[config.mk]
export PLATFORM = sky130hd
export DESIGN_NAME = id_ex_stage_flat
export DESIGN_NICKNAME = d
export VERILOG_FILES = /design/src/rtl/riscv_pipe_pkg.sv /design/src/rtl/id_ex_stage_if.sv /design/src/rtl/id_ex_stage_hazard_detect.sv /design/src/rtl/id_ex_stage.sv /design/src/flat_wrapper.sv
export SDC_FILE = /design/constraint.sdc
export NUM_CORES = 1
export LEC_CHECK = 0
export BUFFER_PORTS_ARGS = -buffer_cell sky130_fd_sc_hd__buf_2
export CAP_MARGIN = 20
export CORE_AREA = 2 2 272 274
export CTS_BUF_LIST = sky130_fd_sc_hd__clkbuf_8
export DETAILED_ROUTE_END_ITERATION = 6
export DIE_AREA = 0 0 274 276
export GPL_TIMING_DRIVEN = 0
export SLEW_MARGIN = 20
export SYNTH_ARGS = -nofsm -noshare
export SYNTH_HDL_FRONTEND = slang
export SYNTH_SLANG_ARGS = --single-unit
[constraint.sdc]
create_clock -name clk -period 2.8 [get_ports clk]
set_input_delay 0.42 -clock clk [delete_from_list [all_inputs] [get_ports clk]]
set_output_delay 0.42 -clock clk [all_outputs]
set_load 0.005 [all_outputs]
[src/rtl/riscv_pipe_pkg.sv]
// Shared pipeline definitions for the RV64 core.
//   XLEN / CTRL_W    : datapath and control-bundle widths
//   CTRL_*           : bit positions inside the control bundle,
//                      {regWrite, memRead, memWrite, memToReg, aluSrc, branch, aluOp[1:0]}
//   stage_state_e    : ID/EX stage FSM states
//   ctrl_pack()      : builds a control bundle from its fields
package riscv_pipe_pkg;
  localparam int XLEN   = 64;
  localparam int CTRL_W = 8;

  localparam int CTRL_REGWRITE = 7;
  localparam int CTRL_MEMREAD  = 6;
  localparam int CTRL_MEMWRITE = 5;
  localparam int CTRL_MEMTOREG = 4;
  localparam int CTRL_ALUSRC   = 3;
  localparam int CTRL_BRANCH   = 2;
  localparam int CTRL_ALUOP    = 0;
  localparam int CTRL_ALUOP_W  = 2;

  typedef enum logic {RUN = 1'b0, BUBBLE = 1'b1} stage_state_e;

  function automatic logic [CTRL_W-1:0] ctrl_pack(
    input logic rw, input logic mr, input logic mw, input logic m2r,
    input logic asrc, input logic br, input logic [CTRL_ALUOP_W-1:0] aluop);
    logic [CTRL_W-1:0] c;
    c = '0;
    c[CTRL_REGWRITE] = rw;
    c[CTRL_MEMREAD]  = mr;
    c[CTRL_MEMWRITE] = mw;
    c[CTRL_MEMTOREG] = m2r;
    c[CTRL_ALUSRC]   = asrc;
    c[CTRL_BRANCH]   = br;
    c[CTRL_ALUOP +: CTRL_ALUOP_W] = aluop;
    return c;
  endfunction
endpackage

[src/rtl/id_ex_stage_if.sv]
// ID -> EX stage bus.
//   master : decode / writeback side (drives id_*, wb_*, flush; sees stall_id, ex_*)
//   slave  : the ID/EX pipeline register
interface id_ex_stage_if;
  import riscv_pipe_pkg::*;

  logic              id_valid;
  logic [XLEN-1:0]   id_pc;
  logic [4:0]        id_rs1, id_rs2, id_rd;
  logic [XLEN-1:0]   id_rdata1, id_rdata2, id_imm;
  logic [CTRL_W-1:0] id_ctrl;
  logic              flush;
  logic              wb_regwrite;
  logic [4:0]        wb_rd;
  logic [XLEN-1:0]   wb_data;

  logic              stall_id;
  logic              ex_valid;
  logic [XLEN-1:0]   ex_pc, ex_imm, ex_rdata1, ex_rdata2;
  logic [4:0]        ex_rs1, ex_rs2, ex_rd;
  logic [CTRL_W-1:0] ex_ctrl;

  modport master (
    output id_valid, id_pc, id_rs1, id_rs2, id_rd, id_rdata1, id_rdata2, id_imm,
           id_ctrl, flush, wb_regwrite, wb_rd, wb_data,
    input  stall_id, ex_valid, ex_pc, ex_imm, ex_rdata1, ex_rdata2,
           ex_rs1, ex_rs2, ex_rd, ex_ctrl
  );

  modport slave (
    input  id_valid, id_pc, id_rs1, id_rs2, id_rd, id_rdata1, id_rdata2, id_imm,
           id_ctrl, flush, wb_regwrite, wb_rd, wb_data,
    output stall_id, ex_valid, ex_pc, ex_imm, ex_rdata1, ex_rdata2,
           ex_rs1, ex_rs2, ex_rd, ex_ctrl
  );
endinterface

[src/rtl/id_ex_stage_hazard_detect.sv]
// Load-use hazard compare and writeback bypass selects (combinational).
//   hazard     : load in EX writes a register the ID instruction reads
//   byp1/byp2  : capture wb_data instead of rdata1/rdata2
// Bypass selects are live only when ID_EX_BYPASS_EN is defined; otherwise 0.
// x0 never matches in any compare.
module hazard_detect (
  input  logic       ex_valid,
  input  logic       ex_memread,
  input  logic [4:0] ex_rd,
  input  logic       id_valid,
  input  logic [4:0] id_rs1,
  input  logic [4:0] id_rs2,
  input  logic       wb_regwrite,
  input  logic [4:0] wb_rd,
  output logic       hazard,
  output logic       byp1,
  output logic       byp2
);
  logic ld_live;
  assign ld_live = ex_valid & ex_memread & (ex_rd != 5'd0);
  assign hazard  = ld_live & id_valid & ((ex_rd == id_rs1) | (ex_rd == id_rs2));

`ifdef ID_EX_BYPASS_EN
  // Covers the regfile write-at-edge / read-before-write window.
  logic wb_live;
  assign wb_live = wb_regwrite & (wb_rd != 5'd0);
  assign byp1    = wb_live & (wb_rd == id_rs1);
  assign byp2    = wb_live & (wb_rd == id_rs2);
`else
  logic unused_wb;
  assign unused_wb = ^{wb_regwrite, wb_rd};
  assign byp1 = 1'b0;
  assign byp2 = 1'b0;
`endif
endmodule

[src/rtl/id_ex_stage.sv]
// ID/EX pipeline register with load-use stall, flush squash and event counters.
//   clk, reset  : clock, synchronous active-high reset
//   bus         : id_ex_stage_if.slave (ID/WB inputs, flush, stall_id, ex_* outputs)
//   bubble_cnt  : saturating count of inserted load-use bubbles
//   flush_cnt   : saturating count of flush edges
// Optional macro: ID_EX_BYPASS_EN enables write-through bypass of wb_data.
// Edge priority: reset > flush > hazard (bubble) > capture.
module id_ex_stage
  import riscv_pipe_pkg::*;
#(
  parameter int CNT_W = 32
) (
  input  logic             clk,
  input  logic             reset,
  id_ex_stage_if.slave     bus,
  output logic [CNT_W-1:0] bubble_cnt,
  output logic [CNT_W-1:0] flush_cnt
);
  logic hazard, byp1, byp2, bubble_ins;
  stage_state_e state_q, state_d;

  hazard_detect u_hd (
    .ex_valid    (bus.ex_valid),
    .ex_memread  (bus.ex_ctrl[CTRL_MEMREAD]),
    .ex_rd       (bus.ex_rd),
    .id_valid    (bus.id_valid),
    .id_rs1      (bus.id_rs1),
    .id_rs2      (bus.id_rs2),
    .wb_regwrite (bus.wb_regwrite),
    .wb_rd       (bus.wb_rd),
    .hazard      (hazard),
    .byp1        (byp1),
    .byp2        (byp2)
  );

  // FSM: state register
  always_ff @(posedge clk) begin
    if (reset) state_q <= RUN;
    else       state_q <= state_d;
  end

  // FSM: next state. BUBBLE lasts exactly one edge since the bubble clears ex_valid.
  always_comb begin
    state_d = RUN;
    case (state_q)
      RUN:     if (hazard & ~bus.flush) state_d = BUBBLE;
      BUBBLE:  state_d = RUN;
      default: state_d = RUN;
    endcase
  end

  // FSM: outputs. Flush wins over the hazard, so no stall is raised under flush.
  always_comb begin
    bus.stall_id = hazard & ~bus.flush;
    bubble_ins   = hazard & ~bus.flush;
  end

  always_ff @(posedge clk) begin
    if (reset) begin
      bus.ex_valid  <= 1'b0;
      bus.ex_ctrl   <= '0;
      bus.ex_pc     <= '0;
      bus.ex_imm    <= '0;
      bus.ex_rdata1 <= '0;
      bus.ex_rdata2 <= '0;
      bus.ex_rs1    <= '0;
      bus.ex_rs2    <= '0;
      bus.ex_rd     <= '0;
    end else if (bus.flush || bubble_ins) begin
      // Squash: payload fields are held, only valid/ctrl are cleared.
      bus.ex_valid <= 1'b0;
      bus.ex_ctrl  <= '0;
    end else begin
      bus.ex_valid  <= bus.id_valid;
      bus.ex_ctrl   <= bus.id_valid ? bus.id_ctrl : '0;
      bus.ex_pc     <= bus.id_pc;
      bus.ex_imm    <= bus.id_imm;
      bus.ex_rdata1 <= byp1 ? bus.wb_data : bus.id_rdata1;
      bus.ex_rdata2 <= byp2 ? bus.wb_data : bus.id_rdata2;
      bus.ex_rs1    <= bus.id_rs1;
      bus.ex_rs2    <= bus.id_rs2;
      bus.ex_rd     <= bus.id_rd;
    end
  end

  always_ff @(posedge clk) begin
    if (reset) begin
      bubble_cnt <= '0;
      flush_cnt  <= '0;
    end else begin
      if (bus.flush && flush_cnt != '1)   flush_cnt  <= flush_cnt + 1'b1;
      if (bubble_ins && bubble_cnt != '1) bubble_cnt <= bubble_cnt + 1'b1;
    end
  end

  a_no_hazard_in_bubble: assert property (
    @(posedge clk) disable iff (reset) (state_q == BUBBLE) |-> !hazard);
endmodule

[src/flat_wrapper.sv]
// flat-port wrapper written by rule: the top's interface ports become plain ports
module id_ex_stage_flat import riscv_pipe_pkg::*;
#(
  parameter int CNT_W = 32
)
  (clk, reset, bubble_cnt, flush_cnt, bus_id_valid, bus_id_pc, bus_id_rs1, bus_id_rs2, bus_id_rd, bus_id_rdata1, bus_id_rdata2, bus_id_imm, bus_id_ctrl, bus_flush, bus_wb_regwrite, bus_wb_rd, bus_wb_data, bus_stall_id, bus_ex_valid, bus_ex_pc, bus_ex_imm, bus_ex_rdata1, bus_ex_rdata2, bus_ex_rs1, bus_ex_rs2, bus_ex_rd, bus_ex_ctrl);
  id_ex_stage_if bus_i ();
  input  logic clk;
  input  logic reset;
  output logic [CNT_W-1:0] bubble_cnt;
  output logic [CNT_W-1:0] flush_cnt;
  input wire logic [$bits(bus_i.id_valid)-1:0] bus_id_valid;
  input wire logic [$bits(bus_i.id_pc)-1:0] bus_id_pc;
  input wire logic [$bits(bus_i.id_rs1)-1:0] bus_id_rs1;
  input wire logic [$bits(bus_i.id_rs2)-1:0] bus_id_rs2;
  input wire logic [$bits(bus_i.id_rd)-1:0] bus_id_rd;
  input wire logic [$bits(bus_i.id_rdata1)-1:0] bus_id_rdata1;
  input wire logic [$bits(bus_i.id_rdata2)-1:0] bus_id_rdata2;
  input wire logic [$bits(bus_i.id_imm)-1:0] bus_id_imm;
  input wire logic [$bits(bus_i.id_ctrl)-1:0] bus_id_ctrl;
  input wire logic [$bits(bus_i.flush)-1:0] bus_flush;
  input wire logic [$bits(bus_i.wb_regwrite)-1:0] bus_wb_regwrite;
  input wire logic [$bits(bus_i.wb_rd)-1:0] bus_wb_rd;
  input wire logic [$bits(bus_i.wb_data)-1:0] bus_wb_data;
  output wire logic [$bits(bus_i.stall_id)-1:0] bus_stall_id;
  output wire logic [$bits(bus_i.ex_valid)-1:0] bus_ex_valid;
  output wire logic [$bits(bus_i.ex_pc)-1:0] bus_ex_pc;
  output wire logic [$bits(bus_i.ex_imm)-1:0] bus_ex_imm;
  output wire logic [$bits(bus_i.ex_rdata1)-1:0] bus_ex_rdata1;
  output wire logic [$bits(bus_i.ex_rdata2)-1:0] bus_ex_rdata2;
  output wire logic [$bits(bus_i.ex_rs1)-1:0] bus_ex_rs1;
  output wire logic [$bits(bus_i.ex_rs2)-1:0] bus_ex_rs2;
  output wire logic [$bits(bus_i.ex_rd)-1:0] bus_ex_rd;
  output wire logic [$bits(bus_i.ex_ctrl)-1:0] bus_ex_ctrl;
  assign bus_i.id_valid = bus_id_valid;
  assign bus_i.id_pc = bus_id_pc;
  assign bus_i.id_rs1 = bus_id_rs1;
  assign bus_i.id_rs2 = bus_id_rs2;
  assign bus_i.id_rd = bus_id_rd;
  assign bus_i.id_rdata1 = bus_id_rdata1;
  assign bus_i.id_rdata2 = bus_id_rdata2;
  assign bus_i.id_imm = bus_id_imm;
  assign bus_i.id_ctrl = bus_id_ctrl;
  assign bus_i.flush = bus_flush;
  assign bus_i.wb_regwrite = bus_wb_regwrite;
  assign bus_i.wb_rd = bus_wb_rd;
  assign bus_i.wb_data = bus_wb_data;
  assign bus_stall_id = bus_i.stall_id;
  assign bus_ex_valid = bus_i.ex_valid;
  assign bus_ex_pc = bus_i.ex_pc;
  assign bus_ex_imm = bus_i.ex_imm;
  assign bus_ex_rdata1 = bus_i.ex_rdata1;
  assign bus_ex_rdata2 = bus_i.ex_rdata2;
  assign bus_ex_rs1 = bus_i.ex_rs1;
  assign bus_ex_rs2 = bus_i.ex_rs2;
  assign bus_ex_rd = bus_i.ex_rd;
  assign bus_ex_ctrl = bus_i.ex_ctrl;
  id_ex_stage #(.CNT_W(CNT_W)) u_core (.clk(clk), .reset(reset), .bus(bus_i), .bubble_cnt(bubble_cnt), .flush_cnt(flush_cnt));
endmodule
==> run metrics, run 1 <==
layout overhead on the synthesized area 68.5%; end-of-flow core utilization 0.299; P_sw 3140 µW; vias in the first global route 14,900; area of the mapped netlist 12,900 µm²; total track usage 0.147; final worst-path setup slack -0.0532 ns; failing checks negative setup slack; clock transition at the register clock pins on the worst setup and hold paths after CTS 0.06 ns; remaining routing DRC violations 0; Data required, critical path 2.38 ns; Pleak 0.00985 µW; largest net degree at the start of global routing 11; clock sink count 344; highest fanout seen on the critical path 4; Cell Count Post-Placement 3,180; Slew HR 0.356; clock tree from TritonCTS done; register share of total power 0.446; number of unique standard cell types used by synthesis 49; area occupied by multi-input gates 5600 µm²; clock latency on the worst-skew pair 0.63 ns; most used standard cell by instance count after synthesis nand2_1; crit end category output port; commonest cells in the synthesized netlist 561 x nand2_1, 344 x dfxtp_1, 287 x a21oi_1, 69 x clkbuf_1, 63 x nor2_1; count of buffers inserted at the top-level ports 627; upper clock frequency limit 350 MHz; die height 276 µm; count of warnings emitted by yosys 0; total half-perimeter wirelength after legalization and detailed placement 42,600 µm; count of endpoints failing setup in the final report 3; Post-synth EDFFs 0; worst-case clock skew 0.0216 ns; Post-Synthesis Mean Instance Area 8.08 µm²; combinational share of power 0.128; vias after detailed routing 14,900; Place WS -0.702 ns; final critical path time including I/O delays and setup 2.85 ns; standard cell area after detailed placement 17,200 µm²; number of nets in the final layout 2,922; core box area 72,600 µm²; number of iterations in the first detailed-routing pass 7; first-pass GRT wire length 85,800 µm; share of synthesized area occupied by flip-flops and latches 0.534; measured slew at the worst slew-check pin 0.966 ns; Max Slew Vio Count 0; fill cell total of the finished layout 7,706; weighted congestion reported at the end of routability-driven placement 0.929; total internal power 8630 µW; nets in the synthesized netlist 1,949; antenna violations before repair 10; total power divided by cell area 542 nW/µm²; overall overflow remaining after global route 0; class of the tightest hold or removal check in -> reg; clock network fraction of total power 0.427; kind of start point of the critical path flip-flop; unrepaired setup endpoints after global routing true; Max rail drop VDD 0.318 mV; startpoint-to-endpoint class of the critical path reg -> out; fraction of registers with async set or reset after synthesis 0; result of the run complete, but fails checks; max-cap violations 0; initial detailed-routing violation count 675; switching power as a share of total power 0.267; Total Routed Length 59,500 µm; Fin Setup TNS -0.0611 ns; via/cell ratio 4.16; library cell with the largest summed area after synthesis dfxtp_1; number of standard cells after synthesis 1,594; endpoints failing hold 0; Post-Layout Inst Area 21,700 µm²; Top Ports 698; maximum buffer depth of the clock tree 3; CTS Root Buffer Type clkbuf_8; share of final-layout standard cells stronger than drive strength 1 0.327; Clock H-tree levels 3; number of synthesized register bits 344; Placement Rows 99; initial standard-cell utilization of the core 0.178; Synth top area share 0.534; overall die area 75,600 µm²; detail-routed net length per standard cell 16.7 µm; data arrival time at the worst-slack endpoint 2.43 ns; predominant post-synthesis flop cell dfxtp_1; flip-flop and latch area 6900 µm²; final std cells w/o fill 3,573; Final period util 1.02; horizontal die dimension 274 µm; number of buffers created by CTS 67; Area contributors post-synth dfxtp_1 53%, nand2_1 16%, a21oi_1 11%, xor2_1 2.2%, clkbuf_1 2.0%; post-detailed-route count of antenna-violating nets 0
==> through the flow <==
stage | power (µW) | hold WS (ns)
final | 11800 | 0.0802
after global routing | 12300 | 0.0120
after CTS | 11900 | 0.000598
after detailed placement | 6460 | 0.443
after global placement | 6450 | 0.438
after floorplan | 5770 | 0.453
==> cells by family (layout without fill, tap and decap cells) <==
group           Yosys count  after routing  share of synthesized area
buf+inv                 114           1127                     0.0383
fa+ha+maj                 2              2                    0.00194
xor+xnor                 43             43                     0.0292
compound gates          314            314                      0.127
flops                   344            344                      0.534
other cells               0              7                          0
mux                      13             13                     0.0113
simple gates            764            764                      0.258
==> state kept, by name (all words and copies together), names as in the netlist <==
name	cells
u_core.flush_cnt	32
u_core.bus.ex_rdata2	64
u_core.bus.ex_rs1	5
u_core.bus.ex_ctrl	8
u_core.bubble_cnt	32
u_core.bus.ex_valid	1
u_core.bus.ex_rs2	5
u_core.bus.ex_rd	5
u_core.bus.ex_imm	64
u_core.bus.ex_rdata1	64
u_core.bus.ex_pc	64
==> power groups by stage <==
stage,clock network [µW],logic (µW),registers (µW)
floorplan,0,423,5350
global placement,0,1110,5340
detailed placement,0,1110,5340
CTS,5190,1430,5240
global route,5380,1640,5270
finish,5020,1500,5250
==> layout make-up <==
class / instances / share of cell area
multi-input combinational: 1136 / 0.258
tap: 959 / 0.0553
clock inverter: 26 / 0.00691
timing repair buffer: 906 / 0.275
sequential: 344 / 0.318
antenna: 7 / 0.000807
inverter: 7 / 0.00138
clock buffer: 83 / 0.0526
buffer: 105 / 0.0324
==> cell usage in the layout, fill, tap and decap left out, types with 13 or more instances in the layout <==
master         instances
nand2_1              553
buf_4                 23
inv_1                 21
dlygate4sd3_1        257
clkbuf_1              48
a21oi_1              280
clkbuf_8              83
buf_2                637
nor2_1                63
nor2b_1               13
xor2_1                30
nand3_1               22
buf_6                 20
dfxtp_1              340
nand4_1               26
==> timing repair <==
action / 4_1_cts / 5_1_grt
setup endpoints to repair: 289 / 123
resized for setup: 38 / 127
gates cloned: 0 / 3
hold buffers: 257 / 0
buffers inserted: 7 / 12
pin swaps: 4 / 4
hold endpoints to repair: 257 / 0
==> worst max-delay path: stages (launching register included) <==
cell and delay, ns:
dfxtp_4 0.40, xor2_1 0.42, nor3_2 0.09, a22oi_2 0.36, or3_4 0.23, clkinvlp_4 0.15
buf_6 0.15
==> final timing paths <==
kind / startpoint / endpoint / slack, ns / cells past startpoint
max: u_core.bus.ex_rd[3] / bus_stall_id / -0.05 / 6
min: bus_id_pc[37] / u_core.bus.ex_pc[37] / 0.08 / 3
max reg2reg: u_core.bus.ex_rd[1] / u_core.bus.ex_rdata1[52] / -0.01 / 13
min reg2reg: u_core.bus.ex_rdata2[63] / u_core.bus.ex_rdata2[63] / 0.45 / 2
==> layer usage <==
metal | GRT usage | share of wire | wire [µm] | vias to the layer above
li1 | - | - | - | 7244
met1 | 0.163 | 0.40 | 23600 | 6843
met2 | 0.250 | 0.48 | 28300 | 625
met3 | 0.0489 | 0.085 | 5070 | 148
met4 | 0.0746 | 0.041 | 2460 | 4
met5 | 0 | 0.00035 | 21 | -
No activity file was read; power rests on OpenSTA's default activity.
==> inputs of run 2 (changes only) <==
CORE_AREA = 2 2 268 270   (was 2 2 272 274)
DIE_AREA = 0 0 270 272   (was 0 0 274 276)
MAX_ROUTING_LAYER = met4   (was default)
clock period = 2.4 ns   (was 2.8 ns; I/O delays follow)
==> run 2 against run 1 <==
The flow still finishes with violations (negative setup slack). Global-route usage up 0.76 points. Die area down 2.9%. Critical path depth up 2. Utilization up 1.7 points. Clock skew up 0.017 ns. Cell count up 0.56%. Critical path type unchanged. Clock-buffer cell count unchanged.
==> run metrics, run 2 (synthesis gave the netlist of run 1 again) <==
result of the run complete, but fails checks; failing checks negative setup slack; count of buffers inserted at the top-level ports 627; antenna violations before repair 4; Top Ports 698; highest fanout seen on the critical path 4; most common library cell in the layout ignoring fill and taps buf_2; Total Routed Length 58,500 µm; Placement Rows 98; startpoint-to-endpoint class of the critical path reg -> out; total power divided by cell area 633 nW/µm²; Data required, critical path 2.04 ns; Post-Layout Inst Area 22,300 µm²; number of nets in the final layout 2,946; horizontal die dimension 270 µm; vias in the first global route 14,800; remaining routing DRC violations 0; maximum buffer depth of the clock tree 3; endpoints failing hold 0; class of the tightest hold or removal check in -> reg; reg-to-reg setup timing slack -0.32 ns; max-cap violations 0; final std cells w/o fill 3,593; post-detailed-route count of antenna-violating nets 0; overall die area 73,400 µm²; crit end category output port; final critical path time including I/O delays and setup 2.85 ns; vias after detailed routing 15,000; via/cell ratio 4.18; measured slew at the worst slew-check pin 0.960 ns; largest net degree at the start of global routing 12; share of final-layout standard cells stronger than drive strength 1 0.330; detail-routed net length per standard cell 16.3 µm; overall overflow remaining after global route 0; initial detailed-routing violation count 679; post-layout power 14,100 µW; core box area 70,800 µm²; weighted congestion reported at the end of routability-driven placement 0.894; total track usage 0.155; Slew HR 0.360; worst reg2reg path depth 13; layout overhead on the synthesized area 73.4%; number of buffers created by CTS 70; clock transition at the register clock pins on the worst setup and hold paths after CTS 0.06 ns; count of endpoints failing setup in the final report 299; Max rail drop VDD 0.401 mV; Place WS -1.21 ns; worst-case clock skew 0.0382 ns; Clock H-tree levels 3; Max Slew Vio Count 0; initial standard-cell utilization of the core 0.182; unrepaired setup endpoints after global routing true; clock latency on the worst-skew pair 0.64 ns; total half-perimeter wirelength after legalization and detailed placement 41,000 µm; number of iterations in the first detailed-routing pass 7; upper clock frequency limit 351 MHz; final worst-path setup slack -0.446 ns; clock sink count 344; Final period util 1.19; data arrival time at the worst-slack endpoint 2.49 ns; area occupied by multi-input gates 5690 µm²; flip-flop and latch area 6910 µm²; clock tree from TritonCTS done; cell depth of the worst min-delay path 3; commonest cells after routing, fill and taps aside 628 x buf_2, 560 x nand2_1, 336 x dfxtp_1; Pleak 0.0101 µW; standard cell area after detailed placement 17,200 µm²; Cell Count Post-Placement 3,171; fill cell total of the finished layout 7,438; first-pass GRT wire length 86,100 µm; CTS Root Buffer Type clkbuf_8; kind of start point of the critical path flip-flop; die height 272 µm
## run 2: area by class of cell
class,instances,share of cell area
Sequential cell,344,0.309
Multi-Input combinational cell,1136,0.255
Inverter,7,0.00151
Clock buffer,83,0.0511
Tap cell,950,0.0532
Clock inverter,38,0.0118
Antenna cell,3,0.000336
Buffer,107,0.0415
Timing Repair Buffer,925,0.277
## run 2: repair_timing
action,in CTS,in global routing
hold buffers,279,0
pin swaps,7,11
cloned,1,2
gates resized for setup,156,51
setup buffers,13,3
hold endpoints to repair,279,0
setup endpoints to repair,311,323
## run 2: worst paths after layout
path | end | from
max | bus_stall_id | u_core.bus.ex_rd[3]
max reg2reg | u_core.bus.ex_rdata1[35] | u_core.bus.ex_rd[3]
min reg2reg | u_core.bus.ex_rdata1[50] | u_core.bus.ex_rdata1[50]
min | u_core.bubble_cnt[23] | reset
## run 2: worst max-delay path, stage by stage (launching register included)
cell	delay [ns]
dfxtp_4	0.40
buf_4	0.16
or4_4	0.44
o2111ai_4	0.29
or3_4	0.20
buf_8	0.10
clkbuf_16	0.13
inv_8	0.04
buf_6	0.10
## run 2: routing by layer
layer  track usage  wire length [µm]
met2         0.252             27600
met4        0.0670              2420
met1         0.180             24600
met5             -                 0
met3        0.0406              3920
## run 2: through the flow
step / hold WS [ns] / util / TNS, ns
after floorplan: 0.453 / - / 0
after global placement: 0.438 / 0.243 / -239.85
after detailed placement: 0.443 / 0.243 / -247.94
after CTS: 0.0524 / 0.312 / -43.34
after global routing: 0.138 / 0.316 / -81.04
final: 0.152 / 0.316 / -43.80
## run 2: power breakdown
part / switching (µW) / internal, µW / total (µW)
logic: 859 / 932 / 1790
registers: 144 / 5970 / 6120
clock network: 2840 / 3390 / 6230
